[src/rtl/timer_pkg.sv]
// Shared constants, types and width helpers for the interval timer.
package timer_pkg;

    localparam int unsigned DEFAULT_CLK_HZ = 50_000_000;
    localparam int unsigned DEFAULT_SEC_W  = 5;

    typedef logic [DEFAULT_SEC_W-1:0] sec_default_t;

    // Prescaler register width; never below 1 bit.
    function automatic int unsigned presc_w(input int unsigned hz);
        return (hz < 32'd2) ? 32'd1 : 32'($clog2(hz));
    endfunction

endpackage

[src/rtl/tick_prescaler.sv]
// Divides clk down to a one-cycle tick every CLK_HZ cycles; freezes on hold.
module tick_prescaler
    import timer_pkg::*;
#(
    parameter int unsigned CLK_HZ = DEFAULT_CLK_HZ
) (
    input  logic clk,
    input  logic reset,
    input  logic clr,
    input  logic hold,
    output logic tick
);

    localparam int unsigned   PW = presc_w(CLK_HZ);
    localparam logic [PW-1:0] TC = PW'(CLK_HZ - 1);

    logic [PW-1:0] presc;
    logic          at_tc;

    assign at_tc = (presc == TC);

    always_ff @(posedge clk) begin
        if (reset || clr) begin
            presc <= '0;
        end else if (!hold) begin
            presc <= at_tc ? '0 : presc + PW'(1);
        end
    end

    // Tick is suppressed on any edge where the counter will not advance normally.
    assign tick = at_tc & ~hold & ~clr & ~reset;

endmodule

[src/rtl/interval_timer.sv]
// Saturating seconds timer with short/long timeout flags.
// Optional macro TIMER_EXPIRY_PULSE_EN adds one-cycle TS_pulse/TL_pulse outputs.
module interval_timer
    import timer_pkg::*;
#(
    parameter int unsigned CLK_HZ    = DEFAULT_CLK_HZ,
    parameter int unsigned SEC_W     = DEFAULT_SEC_W,
    parameter int unsigned SHORT_SEC = 5,
    parameter int unsigned LONG_SEC  = 20
) (
    input  logic             clk,
    input  logic             reset,
    input  logic             ST,
    input  logic             hold,
    output logic             tick,
    output logic             TS,
    output logic             TL,
    output logic [SEC_W-1:0] seconds
`ifdef TIMER_EXPIRY_PULSE_EN
    ,
    output logic             TS_pulse,
    output logic             TL_pulse
`endif
);

    typedef logic [SEC_W-1:0] sec_t;

    localparam longint unsigned SEC_LIMIT = (64'd1 << SEC_W) - 64'd1;
    localparam sec_t            SEC_MAX   = '1;
    localparam sec_t            SHORT_V   = SEC_W'(SHORT_SEC);
    localparam sec_t            LONG_V    = SEC_W'(LONG_SEC);

    if (CLK_HZ < 2) begin : g_bad_clk
        $error("interval_timer: CLK_HZ must be >= 2");
    end
    if (SHORT_SEC >= LONG_SEC) begin : g_bad_order
        $error("interval_timer: SHORT_SEC must be below LONG_SEC");
    end
    if (64'(LONG_SEC) > SEC_LIMIT) begin : g_bad_long
        $error("interval_timer: LONG_SEC does not fit in SEC_W bits");
    end

    tick_prescaler #(
        .CLK_HZ (CLK_HZ)
    ) u_presc (
        .clk   (clk),
        .reset (reset),
        .clr   (ST),
        .hold  (hold),
        .tick  (tick)
    );

    sec_t sec_q;

    // Seconds count up on tick and stick at all-ones instead of wrapping.
    always_ff @(posedge clk) begin
        if (reset || ST) begin
            sec_q <= '0;
        end else if (tick && (sec_q != SEC_MAX)) begin
            sec_q <= sec_q + SEC_W'(1);
        end
    end

    assign seconds = sec_q;
    assign TS      = (sec_q >= SHORT_V);
    assign TL      = (sec_q >= LONG_V);

`ifdef TIMER_EXPIRY_PULSE_EN
    localparam sec_t SHORT_PRE = SEC_W'(SHORT_SEC - 1);
    localparam sec_t LONG_PRE  = SEC_W'(LONG_SEC - 1);

    // Seconds only ever step by one, so hitting the threshold from one below is the first crossing.
    always_ff @(posedge clk) begin
        if (reset || ST) begin
            TS_pulse <= 1'b0;
            TL_pulse <= 1'b0;
        end else begin
            TS_pulse <= tick && (sec_q == SHORT_PRE);
            TL_pulse <= tick && (sec_q == LONG_PRE);
        end
    end
`else
    // Level flags only in this build.
`endif

endmodule

[config.mk]
export PLATFORM = sky130hd
export DESIGN_NAME = interval_timer
export DESIGN_NICKNAME = d
export VERILOG_FILES = /design/src/rtl/timer_pkg.sv /design/src/rtl/tick_prescaler.sv /design/src/rtl/interval_timer.sv
export SDC_FILE = /design/constraint.sdc
export NUM_CORES = 1
export LEC_CHECK = 0
export CAP_MARGIN = 20
export CORE_MARGIN = 3
export CORE_UTILIZATION = 42
export DETAILED_ROUTE_END_ITERATION = 12
export PLACE_DENSITY = 0.64
export SYNTH_ARGS = -nofsm -noshare
export SYNTH_HDL_FRONTEND = slang
export SYNTH_SLANG_ARGS = --single-unit
[constraint.sdc]
create_clock -name clk -period 4.98 [get_ports clk]
set_input_delay 0.747 -clock clk [delete_from_list [all_inputs] [get_ports clk]]
set_output_delay 0.747 -clock clk [all_outputs]
set_load 0.02 [all_outputs]
After elaboration in Yosys (flattened, before gate mapping)
Index checks and enable logic that the tools add are counted.
{ "classes": {"add_sub_neg": 2, "n_lt_le_gt_ge": 2, "n_eq_ne": 2, "n_mux": 1, "n_bitwise": 6, "n_reduce_logical": 2} }
{ "op_table": {"columns": ["cell", "n"], "rows": [
  ["$add 26x1->26 const B", 1],
  ["$eq 26x26->1 const B", 1],
  ["$mux 26", 1],
  ["$add 5x1->5 const B", 1],
  ["$ge 5x3->1 const B", 1],
  ["$ge 5x5->1 const B", 1],
  ["$ne 5x5->1 const B", 1],
  ["$and 1x1->1", 3],
  ["$not 1->1", 3],
  ["$logic_and 1x1->1", 1],
  ["$logic_or 1x1->1", 1]
]} }
{ "word_totals": {"register_bits": 31, "inputBits": 4, "out_inout_bits": 8, "wordCells": 17} }

Longest topological paths before layout
Gate-level depths: netlist (run 1).
{ "depth": {"depth_word": 5, "ltp_mapped": 7, "depth_no_buf": 7} }

By module
From an unflattened synthesis (run 1), not the netlist that was laid out.
{ "hier_totals": {"cells_unflattened": 182, "area_unflattened_um2": 1601.5} }
{ "by_module_without_submodules": {"columns": ["module", "instances", "cells_per_inst", "area_per_inst_um2"], "rows": [
  ["tick_prescaler", 1, 148, 1302.5],
  ["interval_timer", 1, 34, 299.0]
]} }

Worst setup path after synthesis (run 1)
Ideal clock, no wire load.
{ "synth_timing": {"path_kind": "input port to output port", "start": "in hold", "end": "out tick", "arrival_ns": 2.117, "required_ns": 4.233, "setup_slack_ns": 2.116, "path_stages": 4, "path_cell_list": "and4b_1 clkbuf_1 nand2_1 nor4_1"} }
{ "synth_between": {"elab_chain_len": 4} }
{ "synth_lines": {"columns": ["element", "line", "text"], "rows": [
  ["start, declared", "interval_timer.sv:14", "input logic hold,"],
  ["$not 1->1", "tick_prescaler.sv:31", "assign tick = at_tc & ~hold & ~clr & ~reset;"],
  ["$and 1x1->1 (3 in series)", "tick_prescaler.sv:31", null],
  ["end, declared", "interval_timer.sv:15", "output logic tick,"]
]} }
No other way between the ends.

Worst setup path after layout (run 1)
Same ends and word-level chain as after synthesis.

==> flow_summary.json, run 1 <==
{
  "async_sr_flop_fraction_pct": 0,
  "ctsLongestPathBuffers": 2,
  "cell_internal_pwr_w": 0.000348,
  "synth_top_area_share_pct": 37.9,
  "cts_htree_levels": 2,
  "critical-path-max-stage-delay_ns": 0.65,
  "core_region_area_sq_um": 3720,
  "clock_power_share_pct": 42.2,
  "final_antenna_net_count": 0,
  "finalClockSkew_ns": 0.00904,
  "period_needed_ns": 3.66,
  "report.final.setup_viol": 0,
  "pwr-share-comb_pct": 2.5,
  "hold_class": "reg -> reg",
  "postRouteWirelength_microns": 3590,
  "endpoint_type_of_the_worst_setup_path": "output pin",
  "vias_per_cell": 5.99,
  "switchingPower_w": 0.000101,
  "rsz0062_at_grt": "no",
  "die_wd_microns": 68.5,
  "tritoncts.num_buffers": 5,
  "via_count_of_the_first_global_routing_pass": 1366,
  "yosysSeqAreaShare_pct": 37.9,
  "cp_num_cells": 5,
  "post-place-cells": 248,
  "timing.critical_path.slowest_stage_cell": "sky130_fd_sc_hd__clkdlybuf4s50_1",
  "drive_gt1_share_pct": 7.18,
  "post_cts_buffers": 0,
  "worst-path-buf-inv": 2,
  "drt_iter0_markers": 131,
  "final.period_utilization_pct": 73.6,
  "post-dp-hpwl_microns": 2550,
  "cp_launch_type": "input pin",
  "timing.critical_path.cells": "clkdlybuf4s50_1, and4b_1, nand2_1, nor4_1, clkdlybuf4s50_1",
  "detail_route.first_pass.iterations": 4,
  "grt_overflow": 0,
  "insertion_delay_ns": 0.29,
  "wire_length_of_the_first_global_routing_pass_microns": 6130,
  "synth_warnings": 0,
  "rows": 22,
  "cts_sinks": 31,
  "clk_pin_slew_worst_paths_ns": 0.06,
  "grt_start_max_net_pins": 16,
  "critPathRequiredTime_ns": 4.23,
  "placedInstanceArea_sq_um": 1780,
  "synth_flop_cell": "sky130_fd_sc_hd__dfxtp_1",
  "postSynthNetCount": 205,
  "area_growth_syn_to_layout_pct": 14.0,
  "hold_path.startpoint": "u_presc.presc[25]",
  "timing.slew.headroom_pct": 43.7,
  "postSynthRegisterBits": 31,
  "antenna_cells": 0,
  "num_vias": 1539,
  "synth_top_cells_by_area": "sky130_fd_sc_hd__dfxtp_1 38%, sky130_fd_sc_hd__a21oi_1 4.9%, sky130_fd_sc_hd__nand3_1 4.6%",
  "start_util_pct": 44.1,
  "tritoncts_clock_tree": "built",
  "drc_violation_count_after_routing": 0,
  "tns_ns": 0,
  "ff2ff_path_depth": 5,
  "netSwitchingFraction_pct": 22.5,
  "finalNonFillerCells": 257,
  "avgRoutedWirePerCell_microns": 14.0,
  "synth-edff-count": 0,
  "critical-path-top-delay-family": "buffers and inverters",
  "crit_start": "hold",
  "io_buffers": 11,
  "path_class": "in -> out",
  "post_synth_top_area_cell": "sky130_fd_sc_hd__dfxtp_1",
  "cts-hold-fix-buffers": 0,
  "max_slew.worst_pin.slew_ns": 0.845,
  "syn_inst_count": 196,
  "outcome": "finished, final reports clean",
  "syn_area_per_cell_sq_um": 8.36,
  "cell_area_after_layout_sq_um": 1870,
  "max_freq_mhz": 273,
  "mappedNetlistArea_sq_um": 1640,
  "nNetsFinal": 217,
  "synthMostInstantiatedCell": "sky130_fd_sc_hd__dfxtp_1",
  "synth.lib_cells_used.distinct": 40,
  "final_core_util_pct": 50.3,
  "synthTopCellsByCount": "31 x sky130_fd_sc_hd__dfxtp_1, 16 x sky130_fd_sc_hd__a21oi_1, 15 x sky130_fd_sc_hd__nand2_1, 15 x sky130_fd_sc_hd__nand3_1, 14 x sky130_fd_sc_hd__nor2_1",
  "timing.rr.start": "u_presc.presc[9]",
  "timing.critical_path.arrival_ns": 2.92,
  "floorplan.die.height_microns": 68.5,
  "drv_cap": 0,
  "grt_use_total_pct": 17.4,
  "cellPowerDensity_nw_per_um2": 241,
  "io_pins": 12,
  "hold-path-cell-count": 2,
  "final-max-slew-violation-count": 0,
  "final-hold-violation-count": 0,
  "report.power.total_w": 0.000450,
  "cp_max_fo": 9,
  "fp.dieArea_sq_um": 4690,
  "seq_power_share_pct": 55.4,
  "critical-path-top-cell-by-count": "sky130_fd_sc_hd__clkdlybuf4s50_1",
  "vdd_drop_max_v": 0.000180,
  "gates_resized_cts_repair": 0,
  "place_congestion": 0.812,
  "initial_antenna_violation_count": 0,
  "ctsRootBufferMaster": "sky130_fd_sc_hd__clkbuf_8",
  "static-leakage-power_nw": 0.554
}
-- layer usage --
layer / part of all wire (%) / global-route usage [%] / up-vias
li1: - / - / 766
met1: 48 / 22.8 / 747
met2: 46 / 26.9 / 19
met3: 4.0 / 5.09 / 7
met4: 1.6 / 5.96 / 0
met5: 0 / 0 / -
-- worst min-delay path, cell delays in order (launching register included) --
cell and delay (ns):
sky130_fd_sc_hd__dfxtp_1 0.33, sky130_fd_sc_hd__o31ai_1 0.07, sky130_fd_sc_hd__a21oi_1 0.06
-- power by group through the flow --
stage / sequential, W / clock, W / combinational, W
3_5_place_dp: 0.000255 / 0 / 0.0000106
5_1_grt: 0.000249 / 0.000203 / 0.0000123
3_3_place_gp: 0.000254 / 0 / 0.0000103
6_report: 0.000249 / 0.000190 / 0.0000111
4_1_cts: 0.000249 / 0.000193 / 0.0000106
2_1_floorplan: 0.000254 / 0 / 0.00000573
-- cell families after synthesis --
kind of cell	count (synthesis)	share of synthesized area, %
compound gates	43	16.2
xor+xnor	10	5.34
fa+ha+maj	5	3.82
buf+inv	11	2.90
flops	31	37.9
mux	1	0.611
simple gates	95	33.3
-- cell usage in the layout (no fill, tap or decap), types with 2 or more instances in the layout --
cell	n
sky130_fd_sc_hd__clkbuf_8	5
sky130_fd_sc_hd__nor2_1	14
sky130_fd_sc_hd__o21ai_0	9
sky130_fd_sc_hd__dfxtp_1	31
sky130_fd_sc_hd__ha_1	5
sky130_fd_sc_hd__or4_1	9
sky130_fd_sc_hd__nor3_1	5
sky130_fd_sc_hd__or3_1	7
sky130_fd_sc_hd__a21oi_1	16
sky130_fd_sc_hd__nor4b_1	2
sky130_fd_sc_hd__nand4_1	8
sky130_fd_sc_hd__or2_2	2
sky130_fd_sc_hd__nand4b_1	2
sky130_fd_sc_hd__nand3_1	15
sky130_fd_sc_hd__and4_1	4
sky130_fd_sc_hd__nor4_1	2
sky130_fd_sc_hd__xor2_1	4
sky130_fd_sc_hd__o31ai_1	10
sky130_fd_sc_hd__inv_1	4
sky130_fd_sc_hd__nand2_1	15
sky130_fd_sc_hd__clkinv_2	3
sky130_fd_sc_hd__a31oi_1	2
sky130_fd_sc_hd__clkdlybuf4s50_1	11
sky130_fd_sc_hd__and3_1	2
sky130_fd_sc_hd__xnor2_1	6
-- cell type report --
cell class | count | area (sq um)
clock buffer | 5 | 68.8
tap | 48 | 60.1
sequential | 31 | 621
timing repair buffer | 12 | 118
inverter | 4 | 15.0
clock inverter | 3 | 15.0
multi-input combinational | 154 | 971
fill | 369 | 1850
-- per-stage QoR --
| stage | setup WS (ns) | hold WS, ns |
|---|---|---|
| final | 1.32 | 0.498 |
| after CTS | 1.31 | 0.502 |
| after global placement | 1.35 | 0.483 |
| after detailed placement | 1.31 | 0.494 |
| after global routing | 1.19 | 0.525 |
| after floorplan | 2.12 | 0.447 |
-- registers in the layout, summed over array words and instances (netlist names) --
signal         flops
u_presc.presc     26
seconds            5
-- path summary, 6_finish.rpt --
| kind | endpoint | slack [ns] |
|---|---|---|
| max | tick | 1.32 |
| min | u_presc.presc[25] | 0.50 |
| max reg2reg | u_presc.presc[3] | 2.82 |
| min reg2reg | u_presc.presc[25] | 0.50 |
Power figures use the tool's default switching activity.
==> run 2, diff against run 1 <==
==> constraint.sdc (replaced) <==
create_clock -name clk -period 3.4 [get_ports clk]
set_input_delay 0.51 -clock clk [delete_from_list [all_inputs] [get_ports clk]]
set_output_delay 0.51 -clock clk [all_outputs]
set_load 0.02 [all_outputs]
==> run 2 against run 1 <==
Against the previous run: clock-buffer cell count rose by 1; register-to-register slack got worse by 1.9 ns; clock power rose by 49%; global-route usage rose by 1.4 points; combinational power rose by 57%; first-iteration DRC count fell by 45%; clock skew fell by 0.0014 ns; final cell count rose by 1.2%; power rose by 48%; utilization rose by 0.64 points; sequential power rose by 47%; routed wire length rose by 7.0%; critical path type unchanged; critical endpoint unchanged; largest power group unchanged; highest routed layer unchanged.
==> flow_summary.json, run 2 (synthesized netlist as in run 1, its figures left out) <==
{
  "layout.cells.most_common": "sky130_fd_sc_hd__dfxtp_1",
  "largest_register_ffs": 26,
  "path_class": "in -> out",
  "drive_gt1_share_pct": 8.02,
  "final-max-slew-violation-count": 0,
  "die_wd_microns": 68.5,
  "tns_ns": 0,
  "netSwitchingFraction_pct": 22.7,
  "timing.rr.start": "u_presc.presc[9]",
  "report.power.total_w": 0.000665,
  "max_freq_mhz": 342,
  "place_congestion": 0.872,
  "cts-hold-fix-buffers": 0,
  "placedInstanceArea_sq_um": 1810,
  "post-place-cells": 252,
  "mostFrequentLayoutCells": "31 x sky130_fd_sc_hd__dfxtp_1, 16 x sky130_fd_sc_hd__a21oi_1, 15 x sky130_fd_sc_hd__nand2_1, 15 x sky130_fd_sc_hd__nand3_1, 14 x sky130_fd_sc_hd__nor2_1",
  "fp.dieArea_sq_um": 4690,
  "detail_route.first_pass.iterations": 5,
  "hold-path-cell-count": 2,
  "post_cts_buffers": 0,
  "io_pins": 12,
  "rsz0062_at_grt": "no",
  "timing.slew.headroom_pct": 56.0,
  "cp_launch_type": "input pin",
  "vdd_drop_max_v": 0.000209,
  "clock_power_share_pct": 42.6,
  "drv_cap": 0,
  "io_buffers": 11,
  "grt_use_total_pct": 18.7,
  "grt_start_max_net_pins": 16,
  "start_util_pct": 44.1,
  "cts_htree_levels": 2,
  "area_growth_syn_to_layout_pct": 15.4,
  "antenna_cells": 0,
  "timing.critical_path.cells": "clkdlybuf4s50_1, and4b_1, nand2_1, nor4_1, clkdlybuf4s50_1",
  "rows": 22,
  "report.final.setup_viol": 0,
  "pwr-share-comb_pct": 2.6,
  "hold_end": "u_presc.presc[22]",
  "final.period_utilization_pct": 86.0,
  "clk_pin_slew_worst_paths_ns": 0.07,
  "via_count_of_the_first_global_routing_pass": 1493,
  "drt_iter0_markers": 72,
  "critical-path-max-stage-delay_ns": 0.67,
  "cp_max_fo": 8,
  "tritoncts_clock_tree": "built",
  "initial_antenna_violation_count": 0,
  "finalClockSkew_ns": 0.00763,
  "gates_resized_cts_repair": 0,
  "final_antenna_net_count": 0,
  "postRouteWirelength_microns": 3840,
  "r2r_endpoint": "u_presc.presc[17]",
  "ctsLongestPathBuffers": 2,
  "cell_internal_pwr_w": 0.000514,
  "floorplan.die.height_microns": 68.5,
  "finalNonFillerCells": 260,
  "endpoint_type_of_the_worst_setup_path": "output pin",
  "static-leakage-power_nw": 0.561,
  "timing.critical_path.arrival_ns": 2.41,
  "post-dp-hpwl_microns": 2720,
  "setup.reg_to_reg.worst_slack_ns": 0.94,
  "vias_per_cell": 6.01,
  "nNetsFinal": 220,
  "hold_path.startpoint": "u_presc.presc[22]",
  "ctsRootBufferMaster": "sky130_fd_sc_hd__clkbuf_8",
  "grt_overflow": 0,
  "avgRoutedWirePerCell_microns": 14.8,
  "timing.critical_path.slowest_stage_cell": "sky130_fd_sc_hd__clkdlybuf4s50_1",
  "outcome": "finished, final reports clean",
  "hold_class": "reg -> reg",
  "period_needed_ns": 2.92,
  "seq_power_share_pct": 54.8,
  "insertion_delay_ns": 0.28,
  "ff2ff_path_depth": 5,
  "switchingPower_w": 0.000151,
  "cellPowerDensity_nw_per_um2": 352,
  "tritoncts.num_buffers": 5,
  "cell_area_after_layout_sq_um": 1890,
  "final-hold-violation-count": 0,
  "critical-path-top-cell-by-count": "sky130_fd_sc_hd__clkdlybuf4s50_1",
  "wire_length_of_the_first_global_routing_pass_microns": 6600,
  "max_slew.worst_pin.slew_ns": 0.650,
  "critPathRequiredTime_ns": 2.89,
  "num_vias": 1562,
  "regMostFlops": "u_presc.presc",
  "cts_sinks": 31,
  "drc_violation_count_after_routing": 0,
  "core_region_area_sq_um": 3720
}
run 2: cell count changes in the layout (fill, tap and decap cells not counted), sizes merged:
cell	change
buf	+3
clkinv	-2
clkinvlp	+1
clkbuf	+1
run 2: how the worst max path moves through the flow:
stage	endpoint	start	slack (ns)	depth (start not counted)
finish	tick	hold	0.48	5
global route	tick	u_presc.presc[7]	0.41	4
CTS	tick	hold	0.48	5
detailed placement	tick	hold	0.49	5
global placement	tick	hold	0.49	5
floorplan	tick	hold	1.01	4
run 2: worst max-delay path, delay by kind of cell:
family | cells | cell delay (ns)
buffers and inverters | 2 | 1.18
and+or+nand+nor | 3 | 0.72
run 2: layer usage:
metal	up-vias	GRT usage, %	share of wire [%]
met1	737	23.0	45
met2	51	30.0	49
met3	4	5.58	6.0
met5	-	0	0
li1	770	-	-
met4	0	8.19	0.70
run 2: cell type report:
cell class,count,area (sq um)
Clock buffer,6,72.6
Clock inverter,2,12.5
Fill cell,368,1820
Inverter,4,15.0
Multi-Input combinational cell,154,971
Sequential cell,31,621
Tap cell,48,60.1
Timing Repair Buffer,15,140
run 2: stage by stage:
stage	hold WS, ns	setup slack [ns]	utilization, %
2_1_floorplan	0.447	1.01	-
3_3_place_gp	0.472	0.492	48.6
3_5_place_dp	0.492	0.487	48.6
4_1_cts	0.507	0.482	50.9
5_1_grt	0.527	0.407	50.9
6_report	0.509	0.477	50.9
run 2: power by group through the flow:
stage | Sequential (W) | Combinational, W | Clock [W]
global placement | 0.000373 | 0.0000169 | 0
floorplan | 0.000373 | 0.00000839 | 0
CTS | 0.000364 | 0.0000176 | 0.000290
detailed placement | 0.000373 | 0.0000175 | 0
global route | 0.000364 | 0.0000189 | 0.000308
finish | 0.000365 | 0.0000174 | 0.000284
==> run 3, diff against run 2 <==
--- a/config.mk
+++ b/config.mk
@@ -10,6 +10,7 @@
 export CORE_UTILIZATION = 42
 export DETAILED_ROUTE_END_ITERATION = 12
 export PLACE_DENSITY = 0.64
+export SKIP_CTS_REPAIR_TIMING = 1
 export SYNTH_ARGS = -nofsm -noshare
 export SYNTH_HDL_FRONTEND = slang
 export SYNTH_SLANG_ARGS = --single-unit
==> results of run 3 <==
Same layout as run 2: the final DEF is identical, and so are final timing and power.
